## src/rtl/mod_sub_pipe.sv

```systemverilog
// Two-stage pipelined modular subtractor: (a - b) mod m with operand range checking.
// Stage 1 holds the borrow-extended difference, stage 2 applies the +m correction.
module mod_sub_pipe #(
    parameter int WIDTH = 4
) (
    input  logic             clk,
    input  logic             rst,
    input  logic             in_valid,
    output logic             in_ready,
    input  logic [WIDTH-1:0] a,
    input  logic [WIDTH-1:0] b,
    input  logic [WIDTH-1:0] m,
    output logic             out_valid,
    input  logic             out_ready,
    output logic [WIDTH-1:0] result,
    output logic             out_err
);

    logic             v1_q, v1_d;
    logic [WIDTH:0]   d_q, d_d;
    logic [WIDTH-1:0] m1_q, m1_d;
    logic             e1_q, e1_d;
    logic             v2_q, v2_d;
    logic [WIDTH-1:0] res_q, res_d;
    logic             err_q, err_d;

    logic ready1, ready2, accept, advance;

    // Each stage may load whenever the stage after it can take its contents this cycle.
    assign ready2  = !v2_q || out_ready;
    assign ready1  = !v1_q || ready2;
    assign accept  = in_valid && ready1;
    assign advance = v1_q && ready2;

    always_comb begin
        // NOTE: every signal gets its hold value first so no path leaves it unassigned (no latch).
        v1_d  = v1_q;
        d_d   = d_q;
        m1_d  = m1_q;
        e1_d  = e1_q;
        v2_d  = v2_q;
        res_d = res_q;
        err_d = err_q;

        if (accept) begin
            v1_d = 1'b1;
            d_d  = {1'b0, a} - {1'b0, b};
            m1_d = m;
            e1_d = (m == '0) || (a >= m) || (b >= m);
        end else if (advance) begin
            v1_d = 1'b0;
        end

        if (advance) begin
            v2_d  = 1'b1;
            err_d = e1_q;
            if (e1_q) begin
                res_d = '0;
            end else if (d_q[WIDTH]) begin
                // Truncation is exact: with a, b < m the corrected value is below m.
                res_d = d_q[WIDTH-1:0] + m1_q;
            end else begin
                res_d = d_q[WIDTH-1:0];
            end
        end else if (v2_q && out_ready) begin
            v2_d = 1'b0;
        end
    end

    always_ff @(posedge clk or posedge rst) begin
        if (rst) begin
            // NOTE: datapath registers are cleared too, so result reads 0 straight out of reset.
            v1_q  <= 1'b0;
            d_q   <= '0;
            m1_q  <= '0;
            e1_q  <= 1'b0;
            v2_q  <= 1'b0;
            res_q <= '0;
            err_q <= 1'b0;
        end else begin
            // NOTE: non-blocking so every flop samples the pre-edge values of the others.
            v1_q  <= v1_d;
            d_q   <= d_d;
            m1_q  <= m1_d;
            e1_q  <= e1_d;
            v2_q  <= v2_d;
            res_q <= res_d;
            err_q <= err_d;
        end
    end

    assign in_ready  = ready1;
    assign out_valid = v2_q;
    assign result    = res_q;
    assign out_err   = err_q;

endmodule
```

## config.mk

```make
export PLATFORM = sky130hd
export DESIGN_NAME = mod_sub_pipe
export DESIGN_NICKNAME = d
export VERILOG_FILES = /design/src/rtl/mod_sub_pipe.sv
export SDC_FILE = /design/constraint.sdc
export NUM_CORES = 1
export LEC_CHECK = 0
export ABC_AREA = 1
export BUFFER_PORTS_ARGS = -buffer_cell sky130_fd_sc_hd__buf_2
export CORE_UTILIZATION = 35
export CTS_BUF_LIST = sky130_fd_sc_hd__clkbuf_16
export CTS_CLUSTER_DIAMETER = 30
export DETAILED_ROUTE_END_ITERATION = 16
export PLACE_DENSITY = 0.66
export SYNTH_ARGS = -nofsm -noshare
export SYNTH_HDL_FRONTEND = slang
export SYNTH_SLANG_ARGS = --single-unit
export TNS_END_PERCENT = 20
```

## constraint.sdc

```tcl
create_clock -name clk -period 4.11 [get_ports clk]
set_input_delay 0 -clock clk [delete_from_list [all_inputs] [get_ports clk]]
set_output_delay 0 -clock clk [all_outputs]
set_load 0.03 [all_outputs]
```

==> results of run 1 <==
-- flip-flops by register name, summed over array words and instances, names as in the netlist --
signal / count
d_q: 5
e1_q: 1
m1_q: 4
out_err: 1
out_valid: 1
result: 4
v1_q: 1
-- metrics by stage --
step,util,instance area [um^2],power (mW),hold WS (ns)
floorplan,-,1192,0.3979,-0.07393
global placement,0.4258,1343,0.4498,0.1056
detailed placement,0.4258,1343,0.4536,0.1099
CTS,0.4552,1435,0.6548,0.003828
global route,0.4552,1435,0.6984,0.02019
finish,0.4552,1435,0.6458,0.009371
-- cells by family (layout without fill, tap and decap cells) --
family	Yosys count	after routing	share of synthesized area
multiplexers	1	1	0.008395
flip-flops	17	17	0.3568
XOR/XNOR	1	1	0.007347
buffers and inverters	30	56	0.1039
adder cells (fa/ha/maj)	17	17	0.1910
AO/OA/AOI/OAI	21	21	0.09864
AND/OR/NAND/NOR	64	64	0.2340
-- area by class of cell --
type	instances	area, um^2
repair buffers	23	120.1
fillers	327	1718
inverters	29	108.9
clock buffers	3	75.07
multi-input cells	104	643.1
clock inverters	1	7.507
well taps	44	55.05
flip-flops and latches	17	425.4
-- layout by cell type (no fill, tap or decap), types with 2 or more instances in the layout --
cell,Yosys,layout
a21oi_1,6,6
buf_2,0,22
clkbuf_16,0,3
dfrtp_1,17,17
fa_1,2,2
ha_1,15,15
inv_1,25,25
inv_2,4,4
nand2_1,47,47
nand3_1,6,6
nand4_1,2,2
nor2_1,4,4
o21ai_0,3,3
o21ai_1,8,8
o21ai_2,2,2
-- power by group through the flow --
| stage | Sequential, mW | Combinational, mW | Clock [mW] |
|---|---|---|---|
| after global placement | 0.235 | 0.214 | 0 |
| after detailed placement | 0.237 | 0.216 | 0 |
| after global routing | 0.240 | 0.251 | 0.207 |
| after floorplan | 0.270 | 0.128 | 0 |
| final | 0.234 | 0.215 | 0.197 |
| after CTS | 0.235 | 0.218 | 0.202 |
-- critical path, cell delays in order, from the launching register on --
cell and delay, ns:
dfrtp_1 0.37, ha_1 0.20, inv_1 0.06, fa_1 0.37, a21oi_1 0.13, o21ai_0 0.09
o211ai_1 0.08, nand2_1 0.07
-- timing repair --
item	in CTS	in global routing
hold endpoints to repair	17	0
buffers inserted	0	0
hold buffers	1	0
-- worst paths after layout --
| kind | end | slack, ns |
|---|---|---|
| max | result[2] | 2.63 |
| min | m1_q[0] | 0.009 |
| max reg2reg | result[2] | 2.63 |
| min reg2reg | result[3] | 0.47 |
| max in group asynchronous | d_q[3] | 3.33 |
| min in group asynchronous | result[0] | 0.38 |
-- metal layers --
metal,vias to the layer above,track usage,routed length (um)
met4,0,0.06977,27
met1,409,0.1751,1051
met3,2,0.01706,58
li1,530,-,-
met5,-,0,0
met2,19,0.2402,986
==> impl_metrics.py, run 1 <==
metrics = {
    "worst_setup_path": {
        "cp_max_fo": 3,
        "startpoint": "d_q[0]",
        "cp-start-kind": "register",
        "r2r-start": "d_q[0]",
        "reg2regPathDepth": 7,
        "critPathRequiredTime_ns": 4.24,
        "cp-end-kind": "register",
        "worstSetupPathType": "reg2reg",
        "cp.arrival_ns": 1.61,
    },
    "cells_and_area": {
        "final_nets": 211,
        "stdcell_count": 221,
        "drive_gt1_frac": 0.2034,
        "area_delta_synth_final_pct": 20.36,
        "insertedDiodeCount": 0,
    },
    "logic_synthesis": {
        "ys_seq_area_frac": 0.3568,
        "syn_nets": 184,
        "yosys_most_used_dff": "dfrtp_1",
        "yosys-top-cells-count": "nand2_1 (47), inv_1 (25), dfrtp_1 (17)",
        "synth_cells": 151,
        "avgSynthCellArea_um2": 7.897,
        "synth_top_area_share": 0.3568,
        "async_reset_ff_frac": 1.000,
        "synth_seq_cells": 17,
        "synth_edf_count": 0,
        "yosysTopAreaCell": "dfrtp_1",
        "ys_types": 23,
        "synth.most_common_cell": "nand2_1",
        "yosysWarningCount": 0,
        "syn-cell-area_um2": 1192,
        "synth.area.top_cells": "dfrtp_1 (36%), ha_1 (16%), nand2_1 (15%)",
    },
    "die": {
        "dieArea_um2": 3645,
        "io_pins": 23,
        "fp-row-count": 20,
        "core_area_um2": 3153,
        "chipWidth_um": 60.37,
        "initial_utilization": 0.3782,
        "die_y_um": 60.37,
    },
    "clocking": {
        "cts_tree": "yes",
        "cts_made_buffers": 3,
        "cts_resized": 0,
        "cts_sinks": 17,
        "path_clk_slew_ns": 0.05,
        "insertion_delay_ns": 0.25,
        "htreeDepth": 1,
        "clk_path_buf_depth": 2,
        "ctsRootBufferMaster": "clkbuf_16",
    },
    "routing": {
        "via_count": 960,
        "drt_wl_total_mm": 2.124,
        "viasPerCell": 4.344,
        "first_pass_iters": 4,
        "drtIter0Drc": 12,
        "detail-route-antenna-nets": 0,
        "drc": 0,
        "wl_per_cell_um": 9.611,
    },
    "sta": {
        "slew_headroom": 0.5860,
        "tightest_slew_ns": 0.6203,
        "fin_ws_ns": 2.629,
        "setup_viol": 0,
        "rsz0062_at_grt": "false",
        "clock.fmax_ghz": 0.6750,
        "drv_slew": 0,
        "final-hold-violation-count": 0,
        "setup-tns-final_ns": 0,
        "finalCritPeriodShare": 0.3605,
        "min_period_ns": 1.482,
        "skew_ns": 0.003347,
    },
    "power": {
        "pwr-share-comb": 0.332,
        "leakagePower_nw": 0.8018,
        "sw_frac_of_total": 0.3573,
        "p_seq_frac": 0.363,
        "cellPowerDensity_nw_per_um2": 450.0,
        "p_int_uw": 415.1,
        "ir_worst_vdd_mv": 0.1565,
        "pwr-share-clk": 0.305,
        "p_sw_uw": 230.7,
    },
    "placement": {
        "portBuffers": 22,
        "dp_slack_ns": 2.645,
        "hpwl_mm": 1.748,
        "placedCellCount": 216,
        "gp_congestion": 0.7755,
    },
    "status": {
        "outcome": "finished clean",
    },
    "global_route": {
        "grtUsageTotal": 0.1407,
        "grt_pass1_vias": 915,
        "grt_max_degree": 18,
        "gr-total-overflow": 0,
        "grt_pass1_wl_mm": 3.795,
        "antenna_found_initial": 0,
    },
    "worst_hold_path": {
        "worstHoldStart": "m[0]",
        "min_path_type": "in2reg",
        "hold_depth": 3,
    },
    "job": {
        "drv_cap": 0,
    },
}
(Power assumes the default switching activity.)
==> run 2, diff against run 1 <==
--- a/config.mk
+++ b/config.mk
@@ -5,13 +5,13 @@
 export SDC_FILE = /design/constraint.sdc
 export NUM_CORES = 1
 export LEC_CHECK = 0
-export ABC_AREA = 1
+export ABC_AREA = 0
 export BUFFER_PORTS_ARGS = -buffer_cell sky130_fd_sc_hd__buf_2
 export CORE_UTILIZATION = 35
 export CTS_BUF_LIST = sky130_fd_sc_hd__clkbuf_16
 export CTS_CLUSTER_DIAMETER = 30
 export DETAILED_ROUTE_END_ITERATION = 16
-export PLACE_DENSITY = 0.66
+export PLACE_DENSITY = 0.68
 export SYNTH_ARGS = -nofsm -noshare
 export SYNTH_HDL_FRONTEND = slang
 export SYNTH_SLANG_ARGS = --single-unit
==> constraint.sdc (replaced) <==
create_clock -name clk -period 1.32 [get_ports clk]
set_input_delay 0 -clock clk [delete_from_list [all_inputs] [get_ports clk]]
set_output_delay 0 -clock clk [all_outputs]
set_load 0.03 [all_outputs]
==> impl_metrics.py, run 2 <==
metrics = {
    "clocking": {
        "insertion_delay_ns": 0.25,
        "cts_tree": "yes",
        "cts_made_buffers": 3,
        "htreeDepth": 1,
        "path_clk_slew_ns": 0.05,
        "clk_path_buf_depth": 2,
        "cts_sinks": 17,
        "ctsRootBufferMaster": "clkbuf_16",
    },
    "logic_synthesis": {
        "yosysWarningCount": 0,
        "synth.most_common_cell": "dfrtp_1",
        "yosysTopAreaCell": "dfrtp_1",
        "synth_edf_count": 0,
        "syn-cell-area_um2": 1105,
        "synth_seq_cells": 17,
        "yosys_most_used_dff": "dfrtp_1",
        "ys_seq_area_frac": 0.3851,
        "ys_types": 26,
        "syn_nets": 144,
        "async_reset_ff_frac": 1.000,
        "synth.area.top_cells": "dfrtp_1 (39%), ha_1 (17%), inv_1 (4.8%)",
        "synth_cells": 111,
        "yosys-top-cells-count": "dfrtp_1 (17), ha_1 (15), inv_1 (14)",
        "synth_top_area_share": 0.3851,
        "avgSynthCellArea_um2": 9.953,
    },
    "global_route": {
        "grtUsageTotal": 0.1563,
        "gr-total-overflow": 0,
        "grt_max_degree": 18,
        "grt_pass1_wl_mm": 3.995,
        "antenna_found_initial": 0,
        "grt_pass1_vias": 979,
    },
    "worst_setup_path": {
        "cp-start-kind": "register",
        "worstSetupPathType": "reg2reg",
        "cp-end-kind": "register",
        "cp_max_fo": 2,
        "reg2regPathDepth": 5,
        "cp.arrival_ns": 1.75,
        "critPathRequiredTime_ns": 1.48,
    },
    "cells_and_area": {
        "post-route-util": 0.4822,
        "insertedDiodeCount": 0,
        "regMostFlops": "d_q",
        "drive_gt1_frac": 0.3379,
        "stdcell_count": 189,
        "regArea_um2": 426.7,
        "fillers": 279,
        "multiInputGateArea_um2": 658.1,
        "area_delta_synth_final_pct": 32.16,
        "final_common_cell": "buf_2",
        "final_nets": 179,
        "final_area_um2": 1460,
        "final_cell_mix": "buf_2 (22), dfrtp_1 (16), inv_1 (13), ha_1 (13), nand2_1 (11)",
        "largest_register_ffs": 5,
    },
    "status": {
        "failed_checks": "setup timing",
        "outcome": "finished with violations",
    },
    "power": {
        "fin_total_pwr_mw": 1.935,
        "leakagePower_nw": 0.7119,
        "ir_worst_vdd_mv": 0.5094,
        "cellPowerDensity_nw_per_um2": 1326,
    },
    "routing": {
        "drtIter0Drc": 17,
        "wl_per_cell_um": 12.07,
        "drc": 0,
        "first_pass_iters": 4,
        "drt-met1-wl_um": 996,
        "viasPerCell": 4.841,
        "drt_wl_total_mm": 2.281,
        "dr_wl_met3_um": 78,
        "detail-route-antenna-nets": 0,
        "top_layer": "met4",
        "via_count": 915,
        "wl_met2_mm": 1.145,
    },
    "sta": {
        "min_period_ns": 1.592,
        "setup_viol": 3,
        "slew_headroom": 0.5869,
        "tightest_slew_ns": 0.6190,
        "fin_ws_ns": -0.2723,
        "skew_ns": 0.001432,
        "setup-tns-final_ns": -0.6912,
        "final-hold-violation-count": 0,
        "finalCritPeriodShare": 1.206,
        "rsz0062_at_grt": "true",
        "drv_slew": 0,
        "whs_ns": 0.001302,
        "clock.fmax_ghz": 0.6280,
    },
    "placement": {
        "portBuffers": 22,
        "placedCellCount": 183,
        "postPlaceCellArea_um2": 1351,
        "dp_slack_ns": -0.2817,
        "hpwl_mm": 1.915,
        "gp_congestion": 0.8772,
    },
    "job": {
        "drv_cap": 0,
    },
    "die": {
        "chipWidth_um": 58.19,
        "initial_utilization": 0.3649,
        "die_y_um": 58.19,
        "dieArea_um2": 3385,
        "io_pins": 23,
        "fp-row-count": 20,
        "core_area_um2": 3028,
    },
    "worst_hold_path": {
        "hold_depth": 2,
        "min_path_type": "in2reg",
    },
}
run 2: cell type report:
| type | count | share of cell area |
|---|---|---|
| repair buffers | 32 | 0.1285 |
| inverters | 14 | 0.03599 |
| flip-flops and latches | 17 | 0.2922 |
| clock buffers | 3 | 0.05141 |
| well taps | 44 | 0.03770 |
| clock inverters | 1 | 0.003428 |
| multi-input cells | 78 | 0.4507 |
run 2: what timing repair did:
item,4_1_cts,5_1_grt
resized for setup,3,1
hold buffers,1,0
buffers inserted,1,0
setup endpoints to repair,3,3
pin swaps,1,3
endpoints found under the hold margin,17,0
run 2: layer usage:
layer | track usage | up-vias
met5 | 0 | -
met4 | 0.07143 | 0
met3 | 0.02679 | 6
met2 | 0.2857 | 26
met1 | 0.1757 | 428
li1 | - | 455
run 2: worst max-delay path, cell delays in order (launching register included):
cell and delay (ns):
dfrtp_1 0.38, ha_2 0.20, inv_2 0.06, fa_2 0.42, mux2_4 0.27, o31ai_2 0.17
run 2: power by group:
group / internal [mW] / switching [mW] / leakage (nW)
registers: 0.615 / 0.0716 / 0.204
logic: 0.314 / 0.331 / 0.467
clock network: 0.405 / 0.198 / 0.0409
run 2: cell families after synthesis:
| family | share of synthesized area |
|---|---|
| AND/OR/NAND/NOR | 0.1472 |
| AO/OA/AOI/OAI | 0.1302 |
| adder cells (fa/ha/maj) | 0.2061 |
| flip-flops | 0.3851 |
| buffers and inverters | 0.05662 |
| multiplexers | 0.05889 |
| XOR/XNOR | 0.01586 |
run 2: worst paths after layout:
path / startpoint / to / slack (ns)
min in group asynchronous: rst / result[3] / 0.38
worst min register to register: result[0] / result[0] / 0.47
worst max-delay path: d_q[0] / result[1] / -0.27
worst max register to register: d_q[0] / result[1] / -0.27
max in group asynchronous: rst / out_valid / 0.51
worst min-delay path: in_valid / v1_q / 0.001
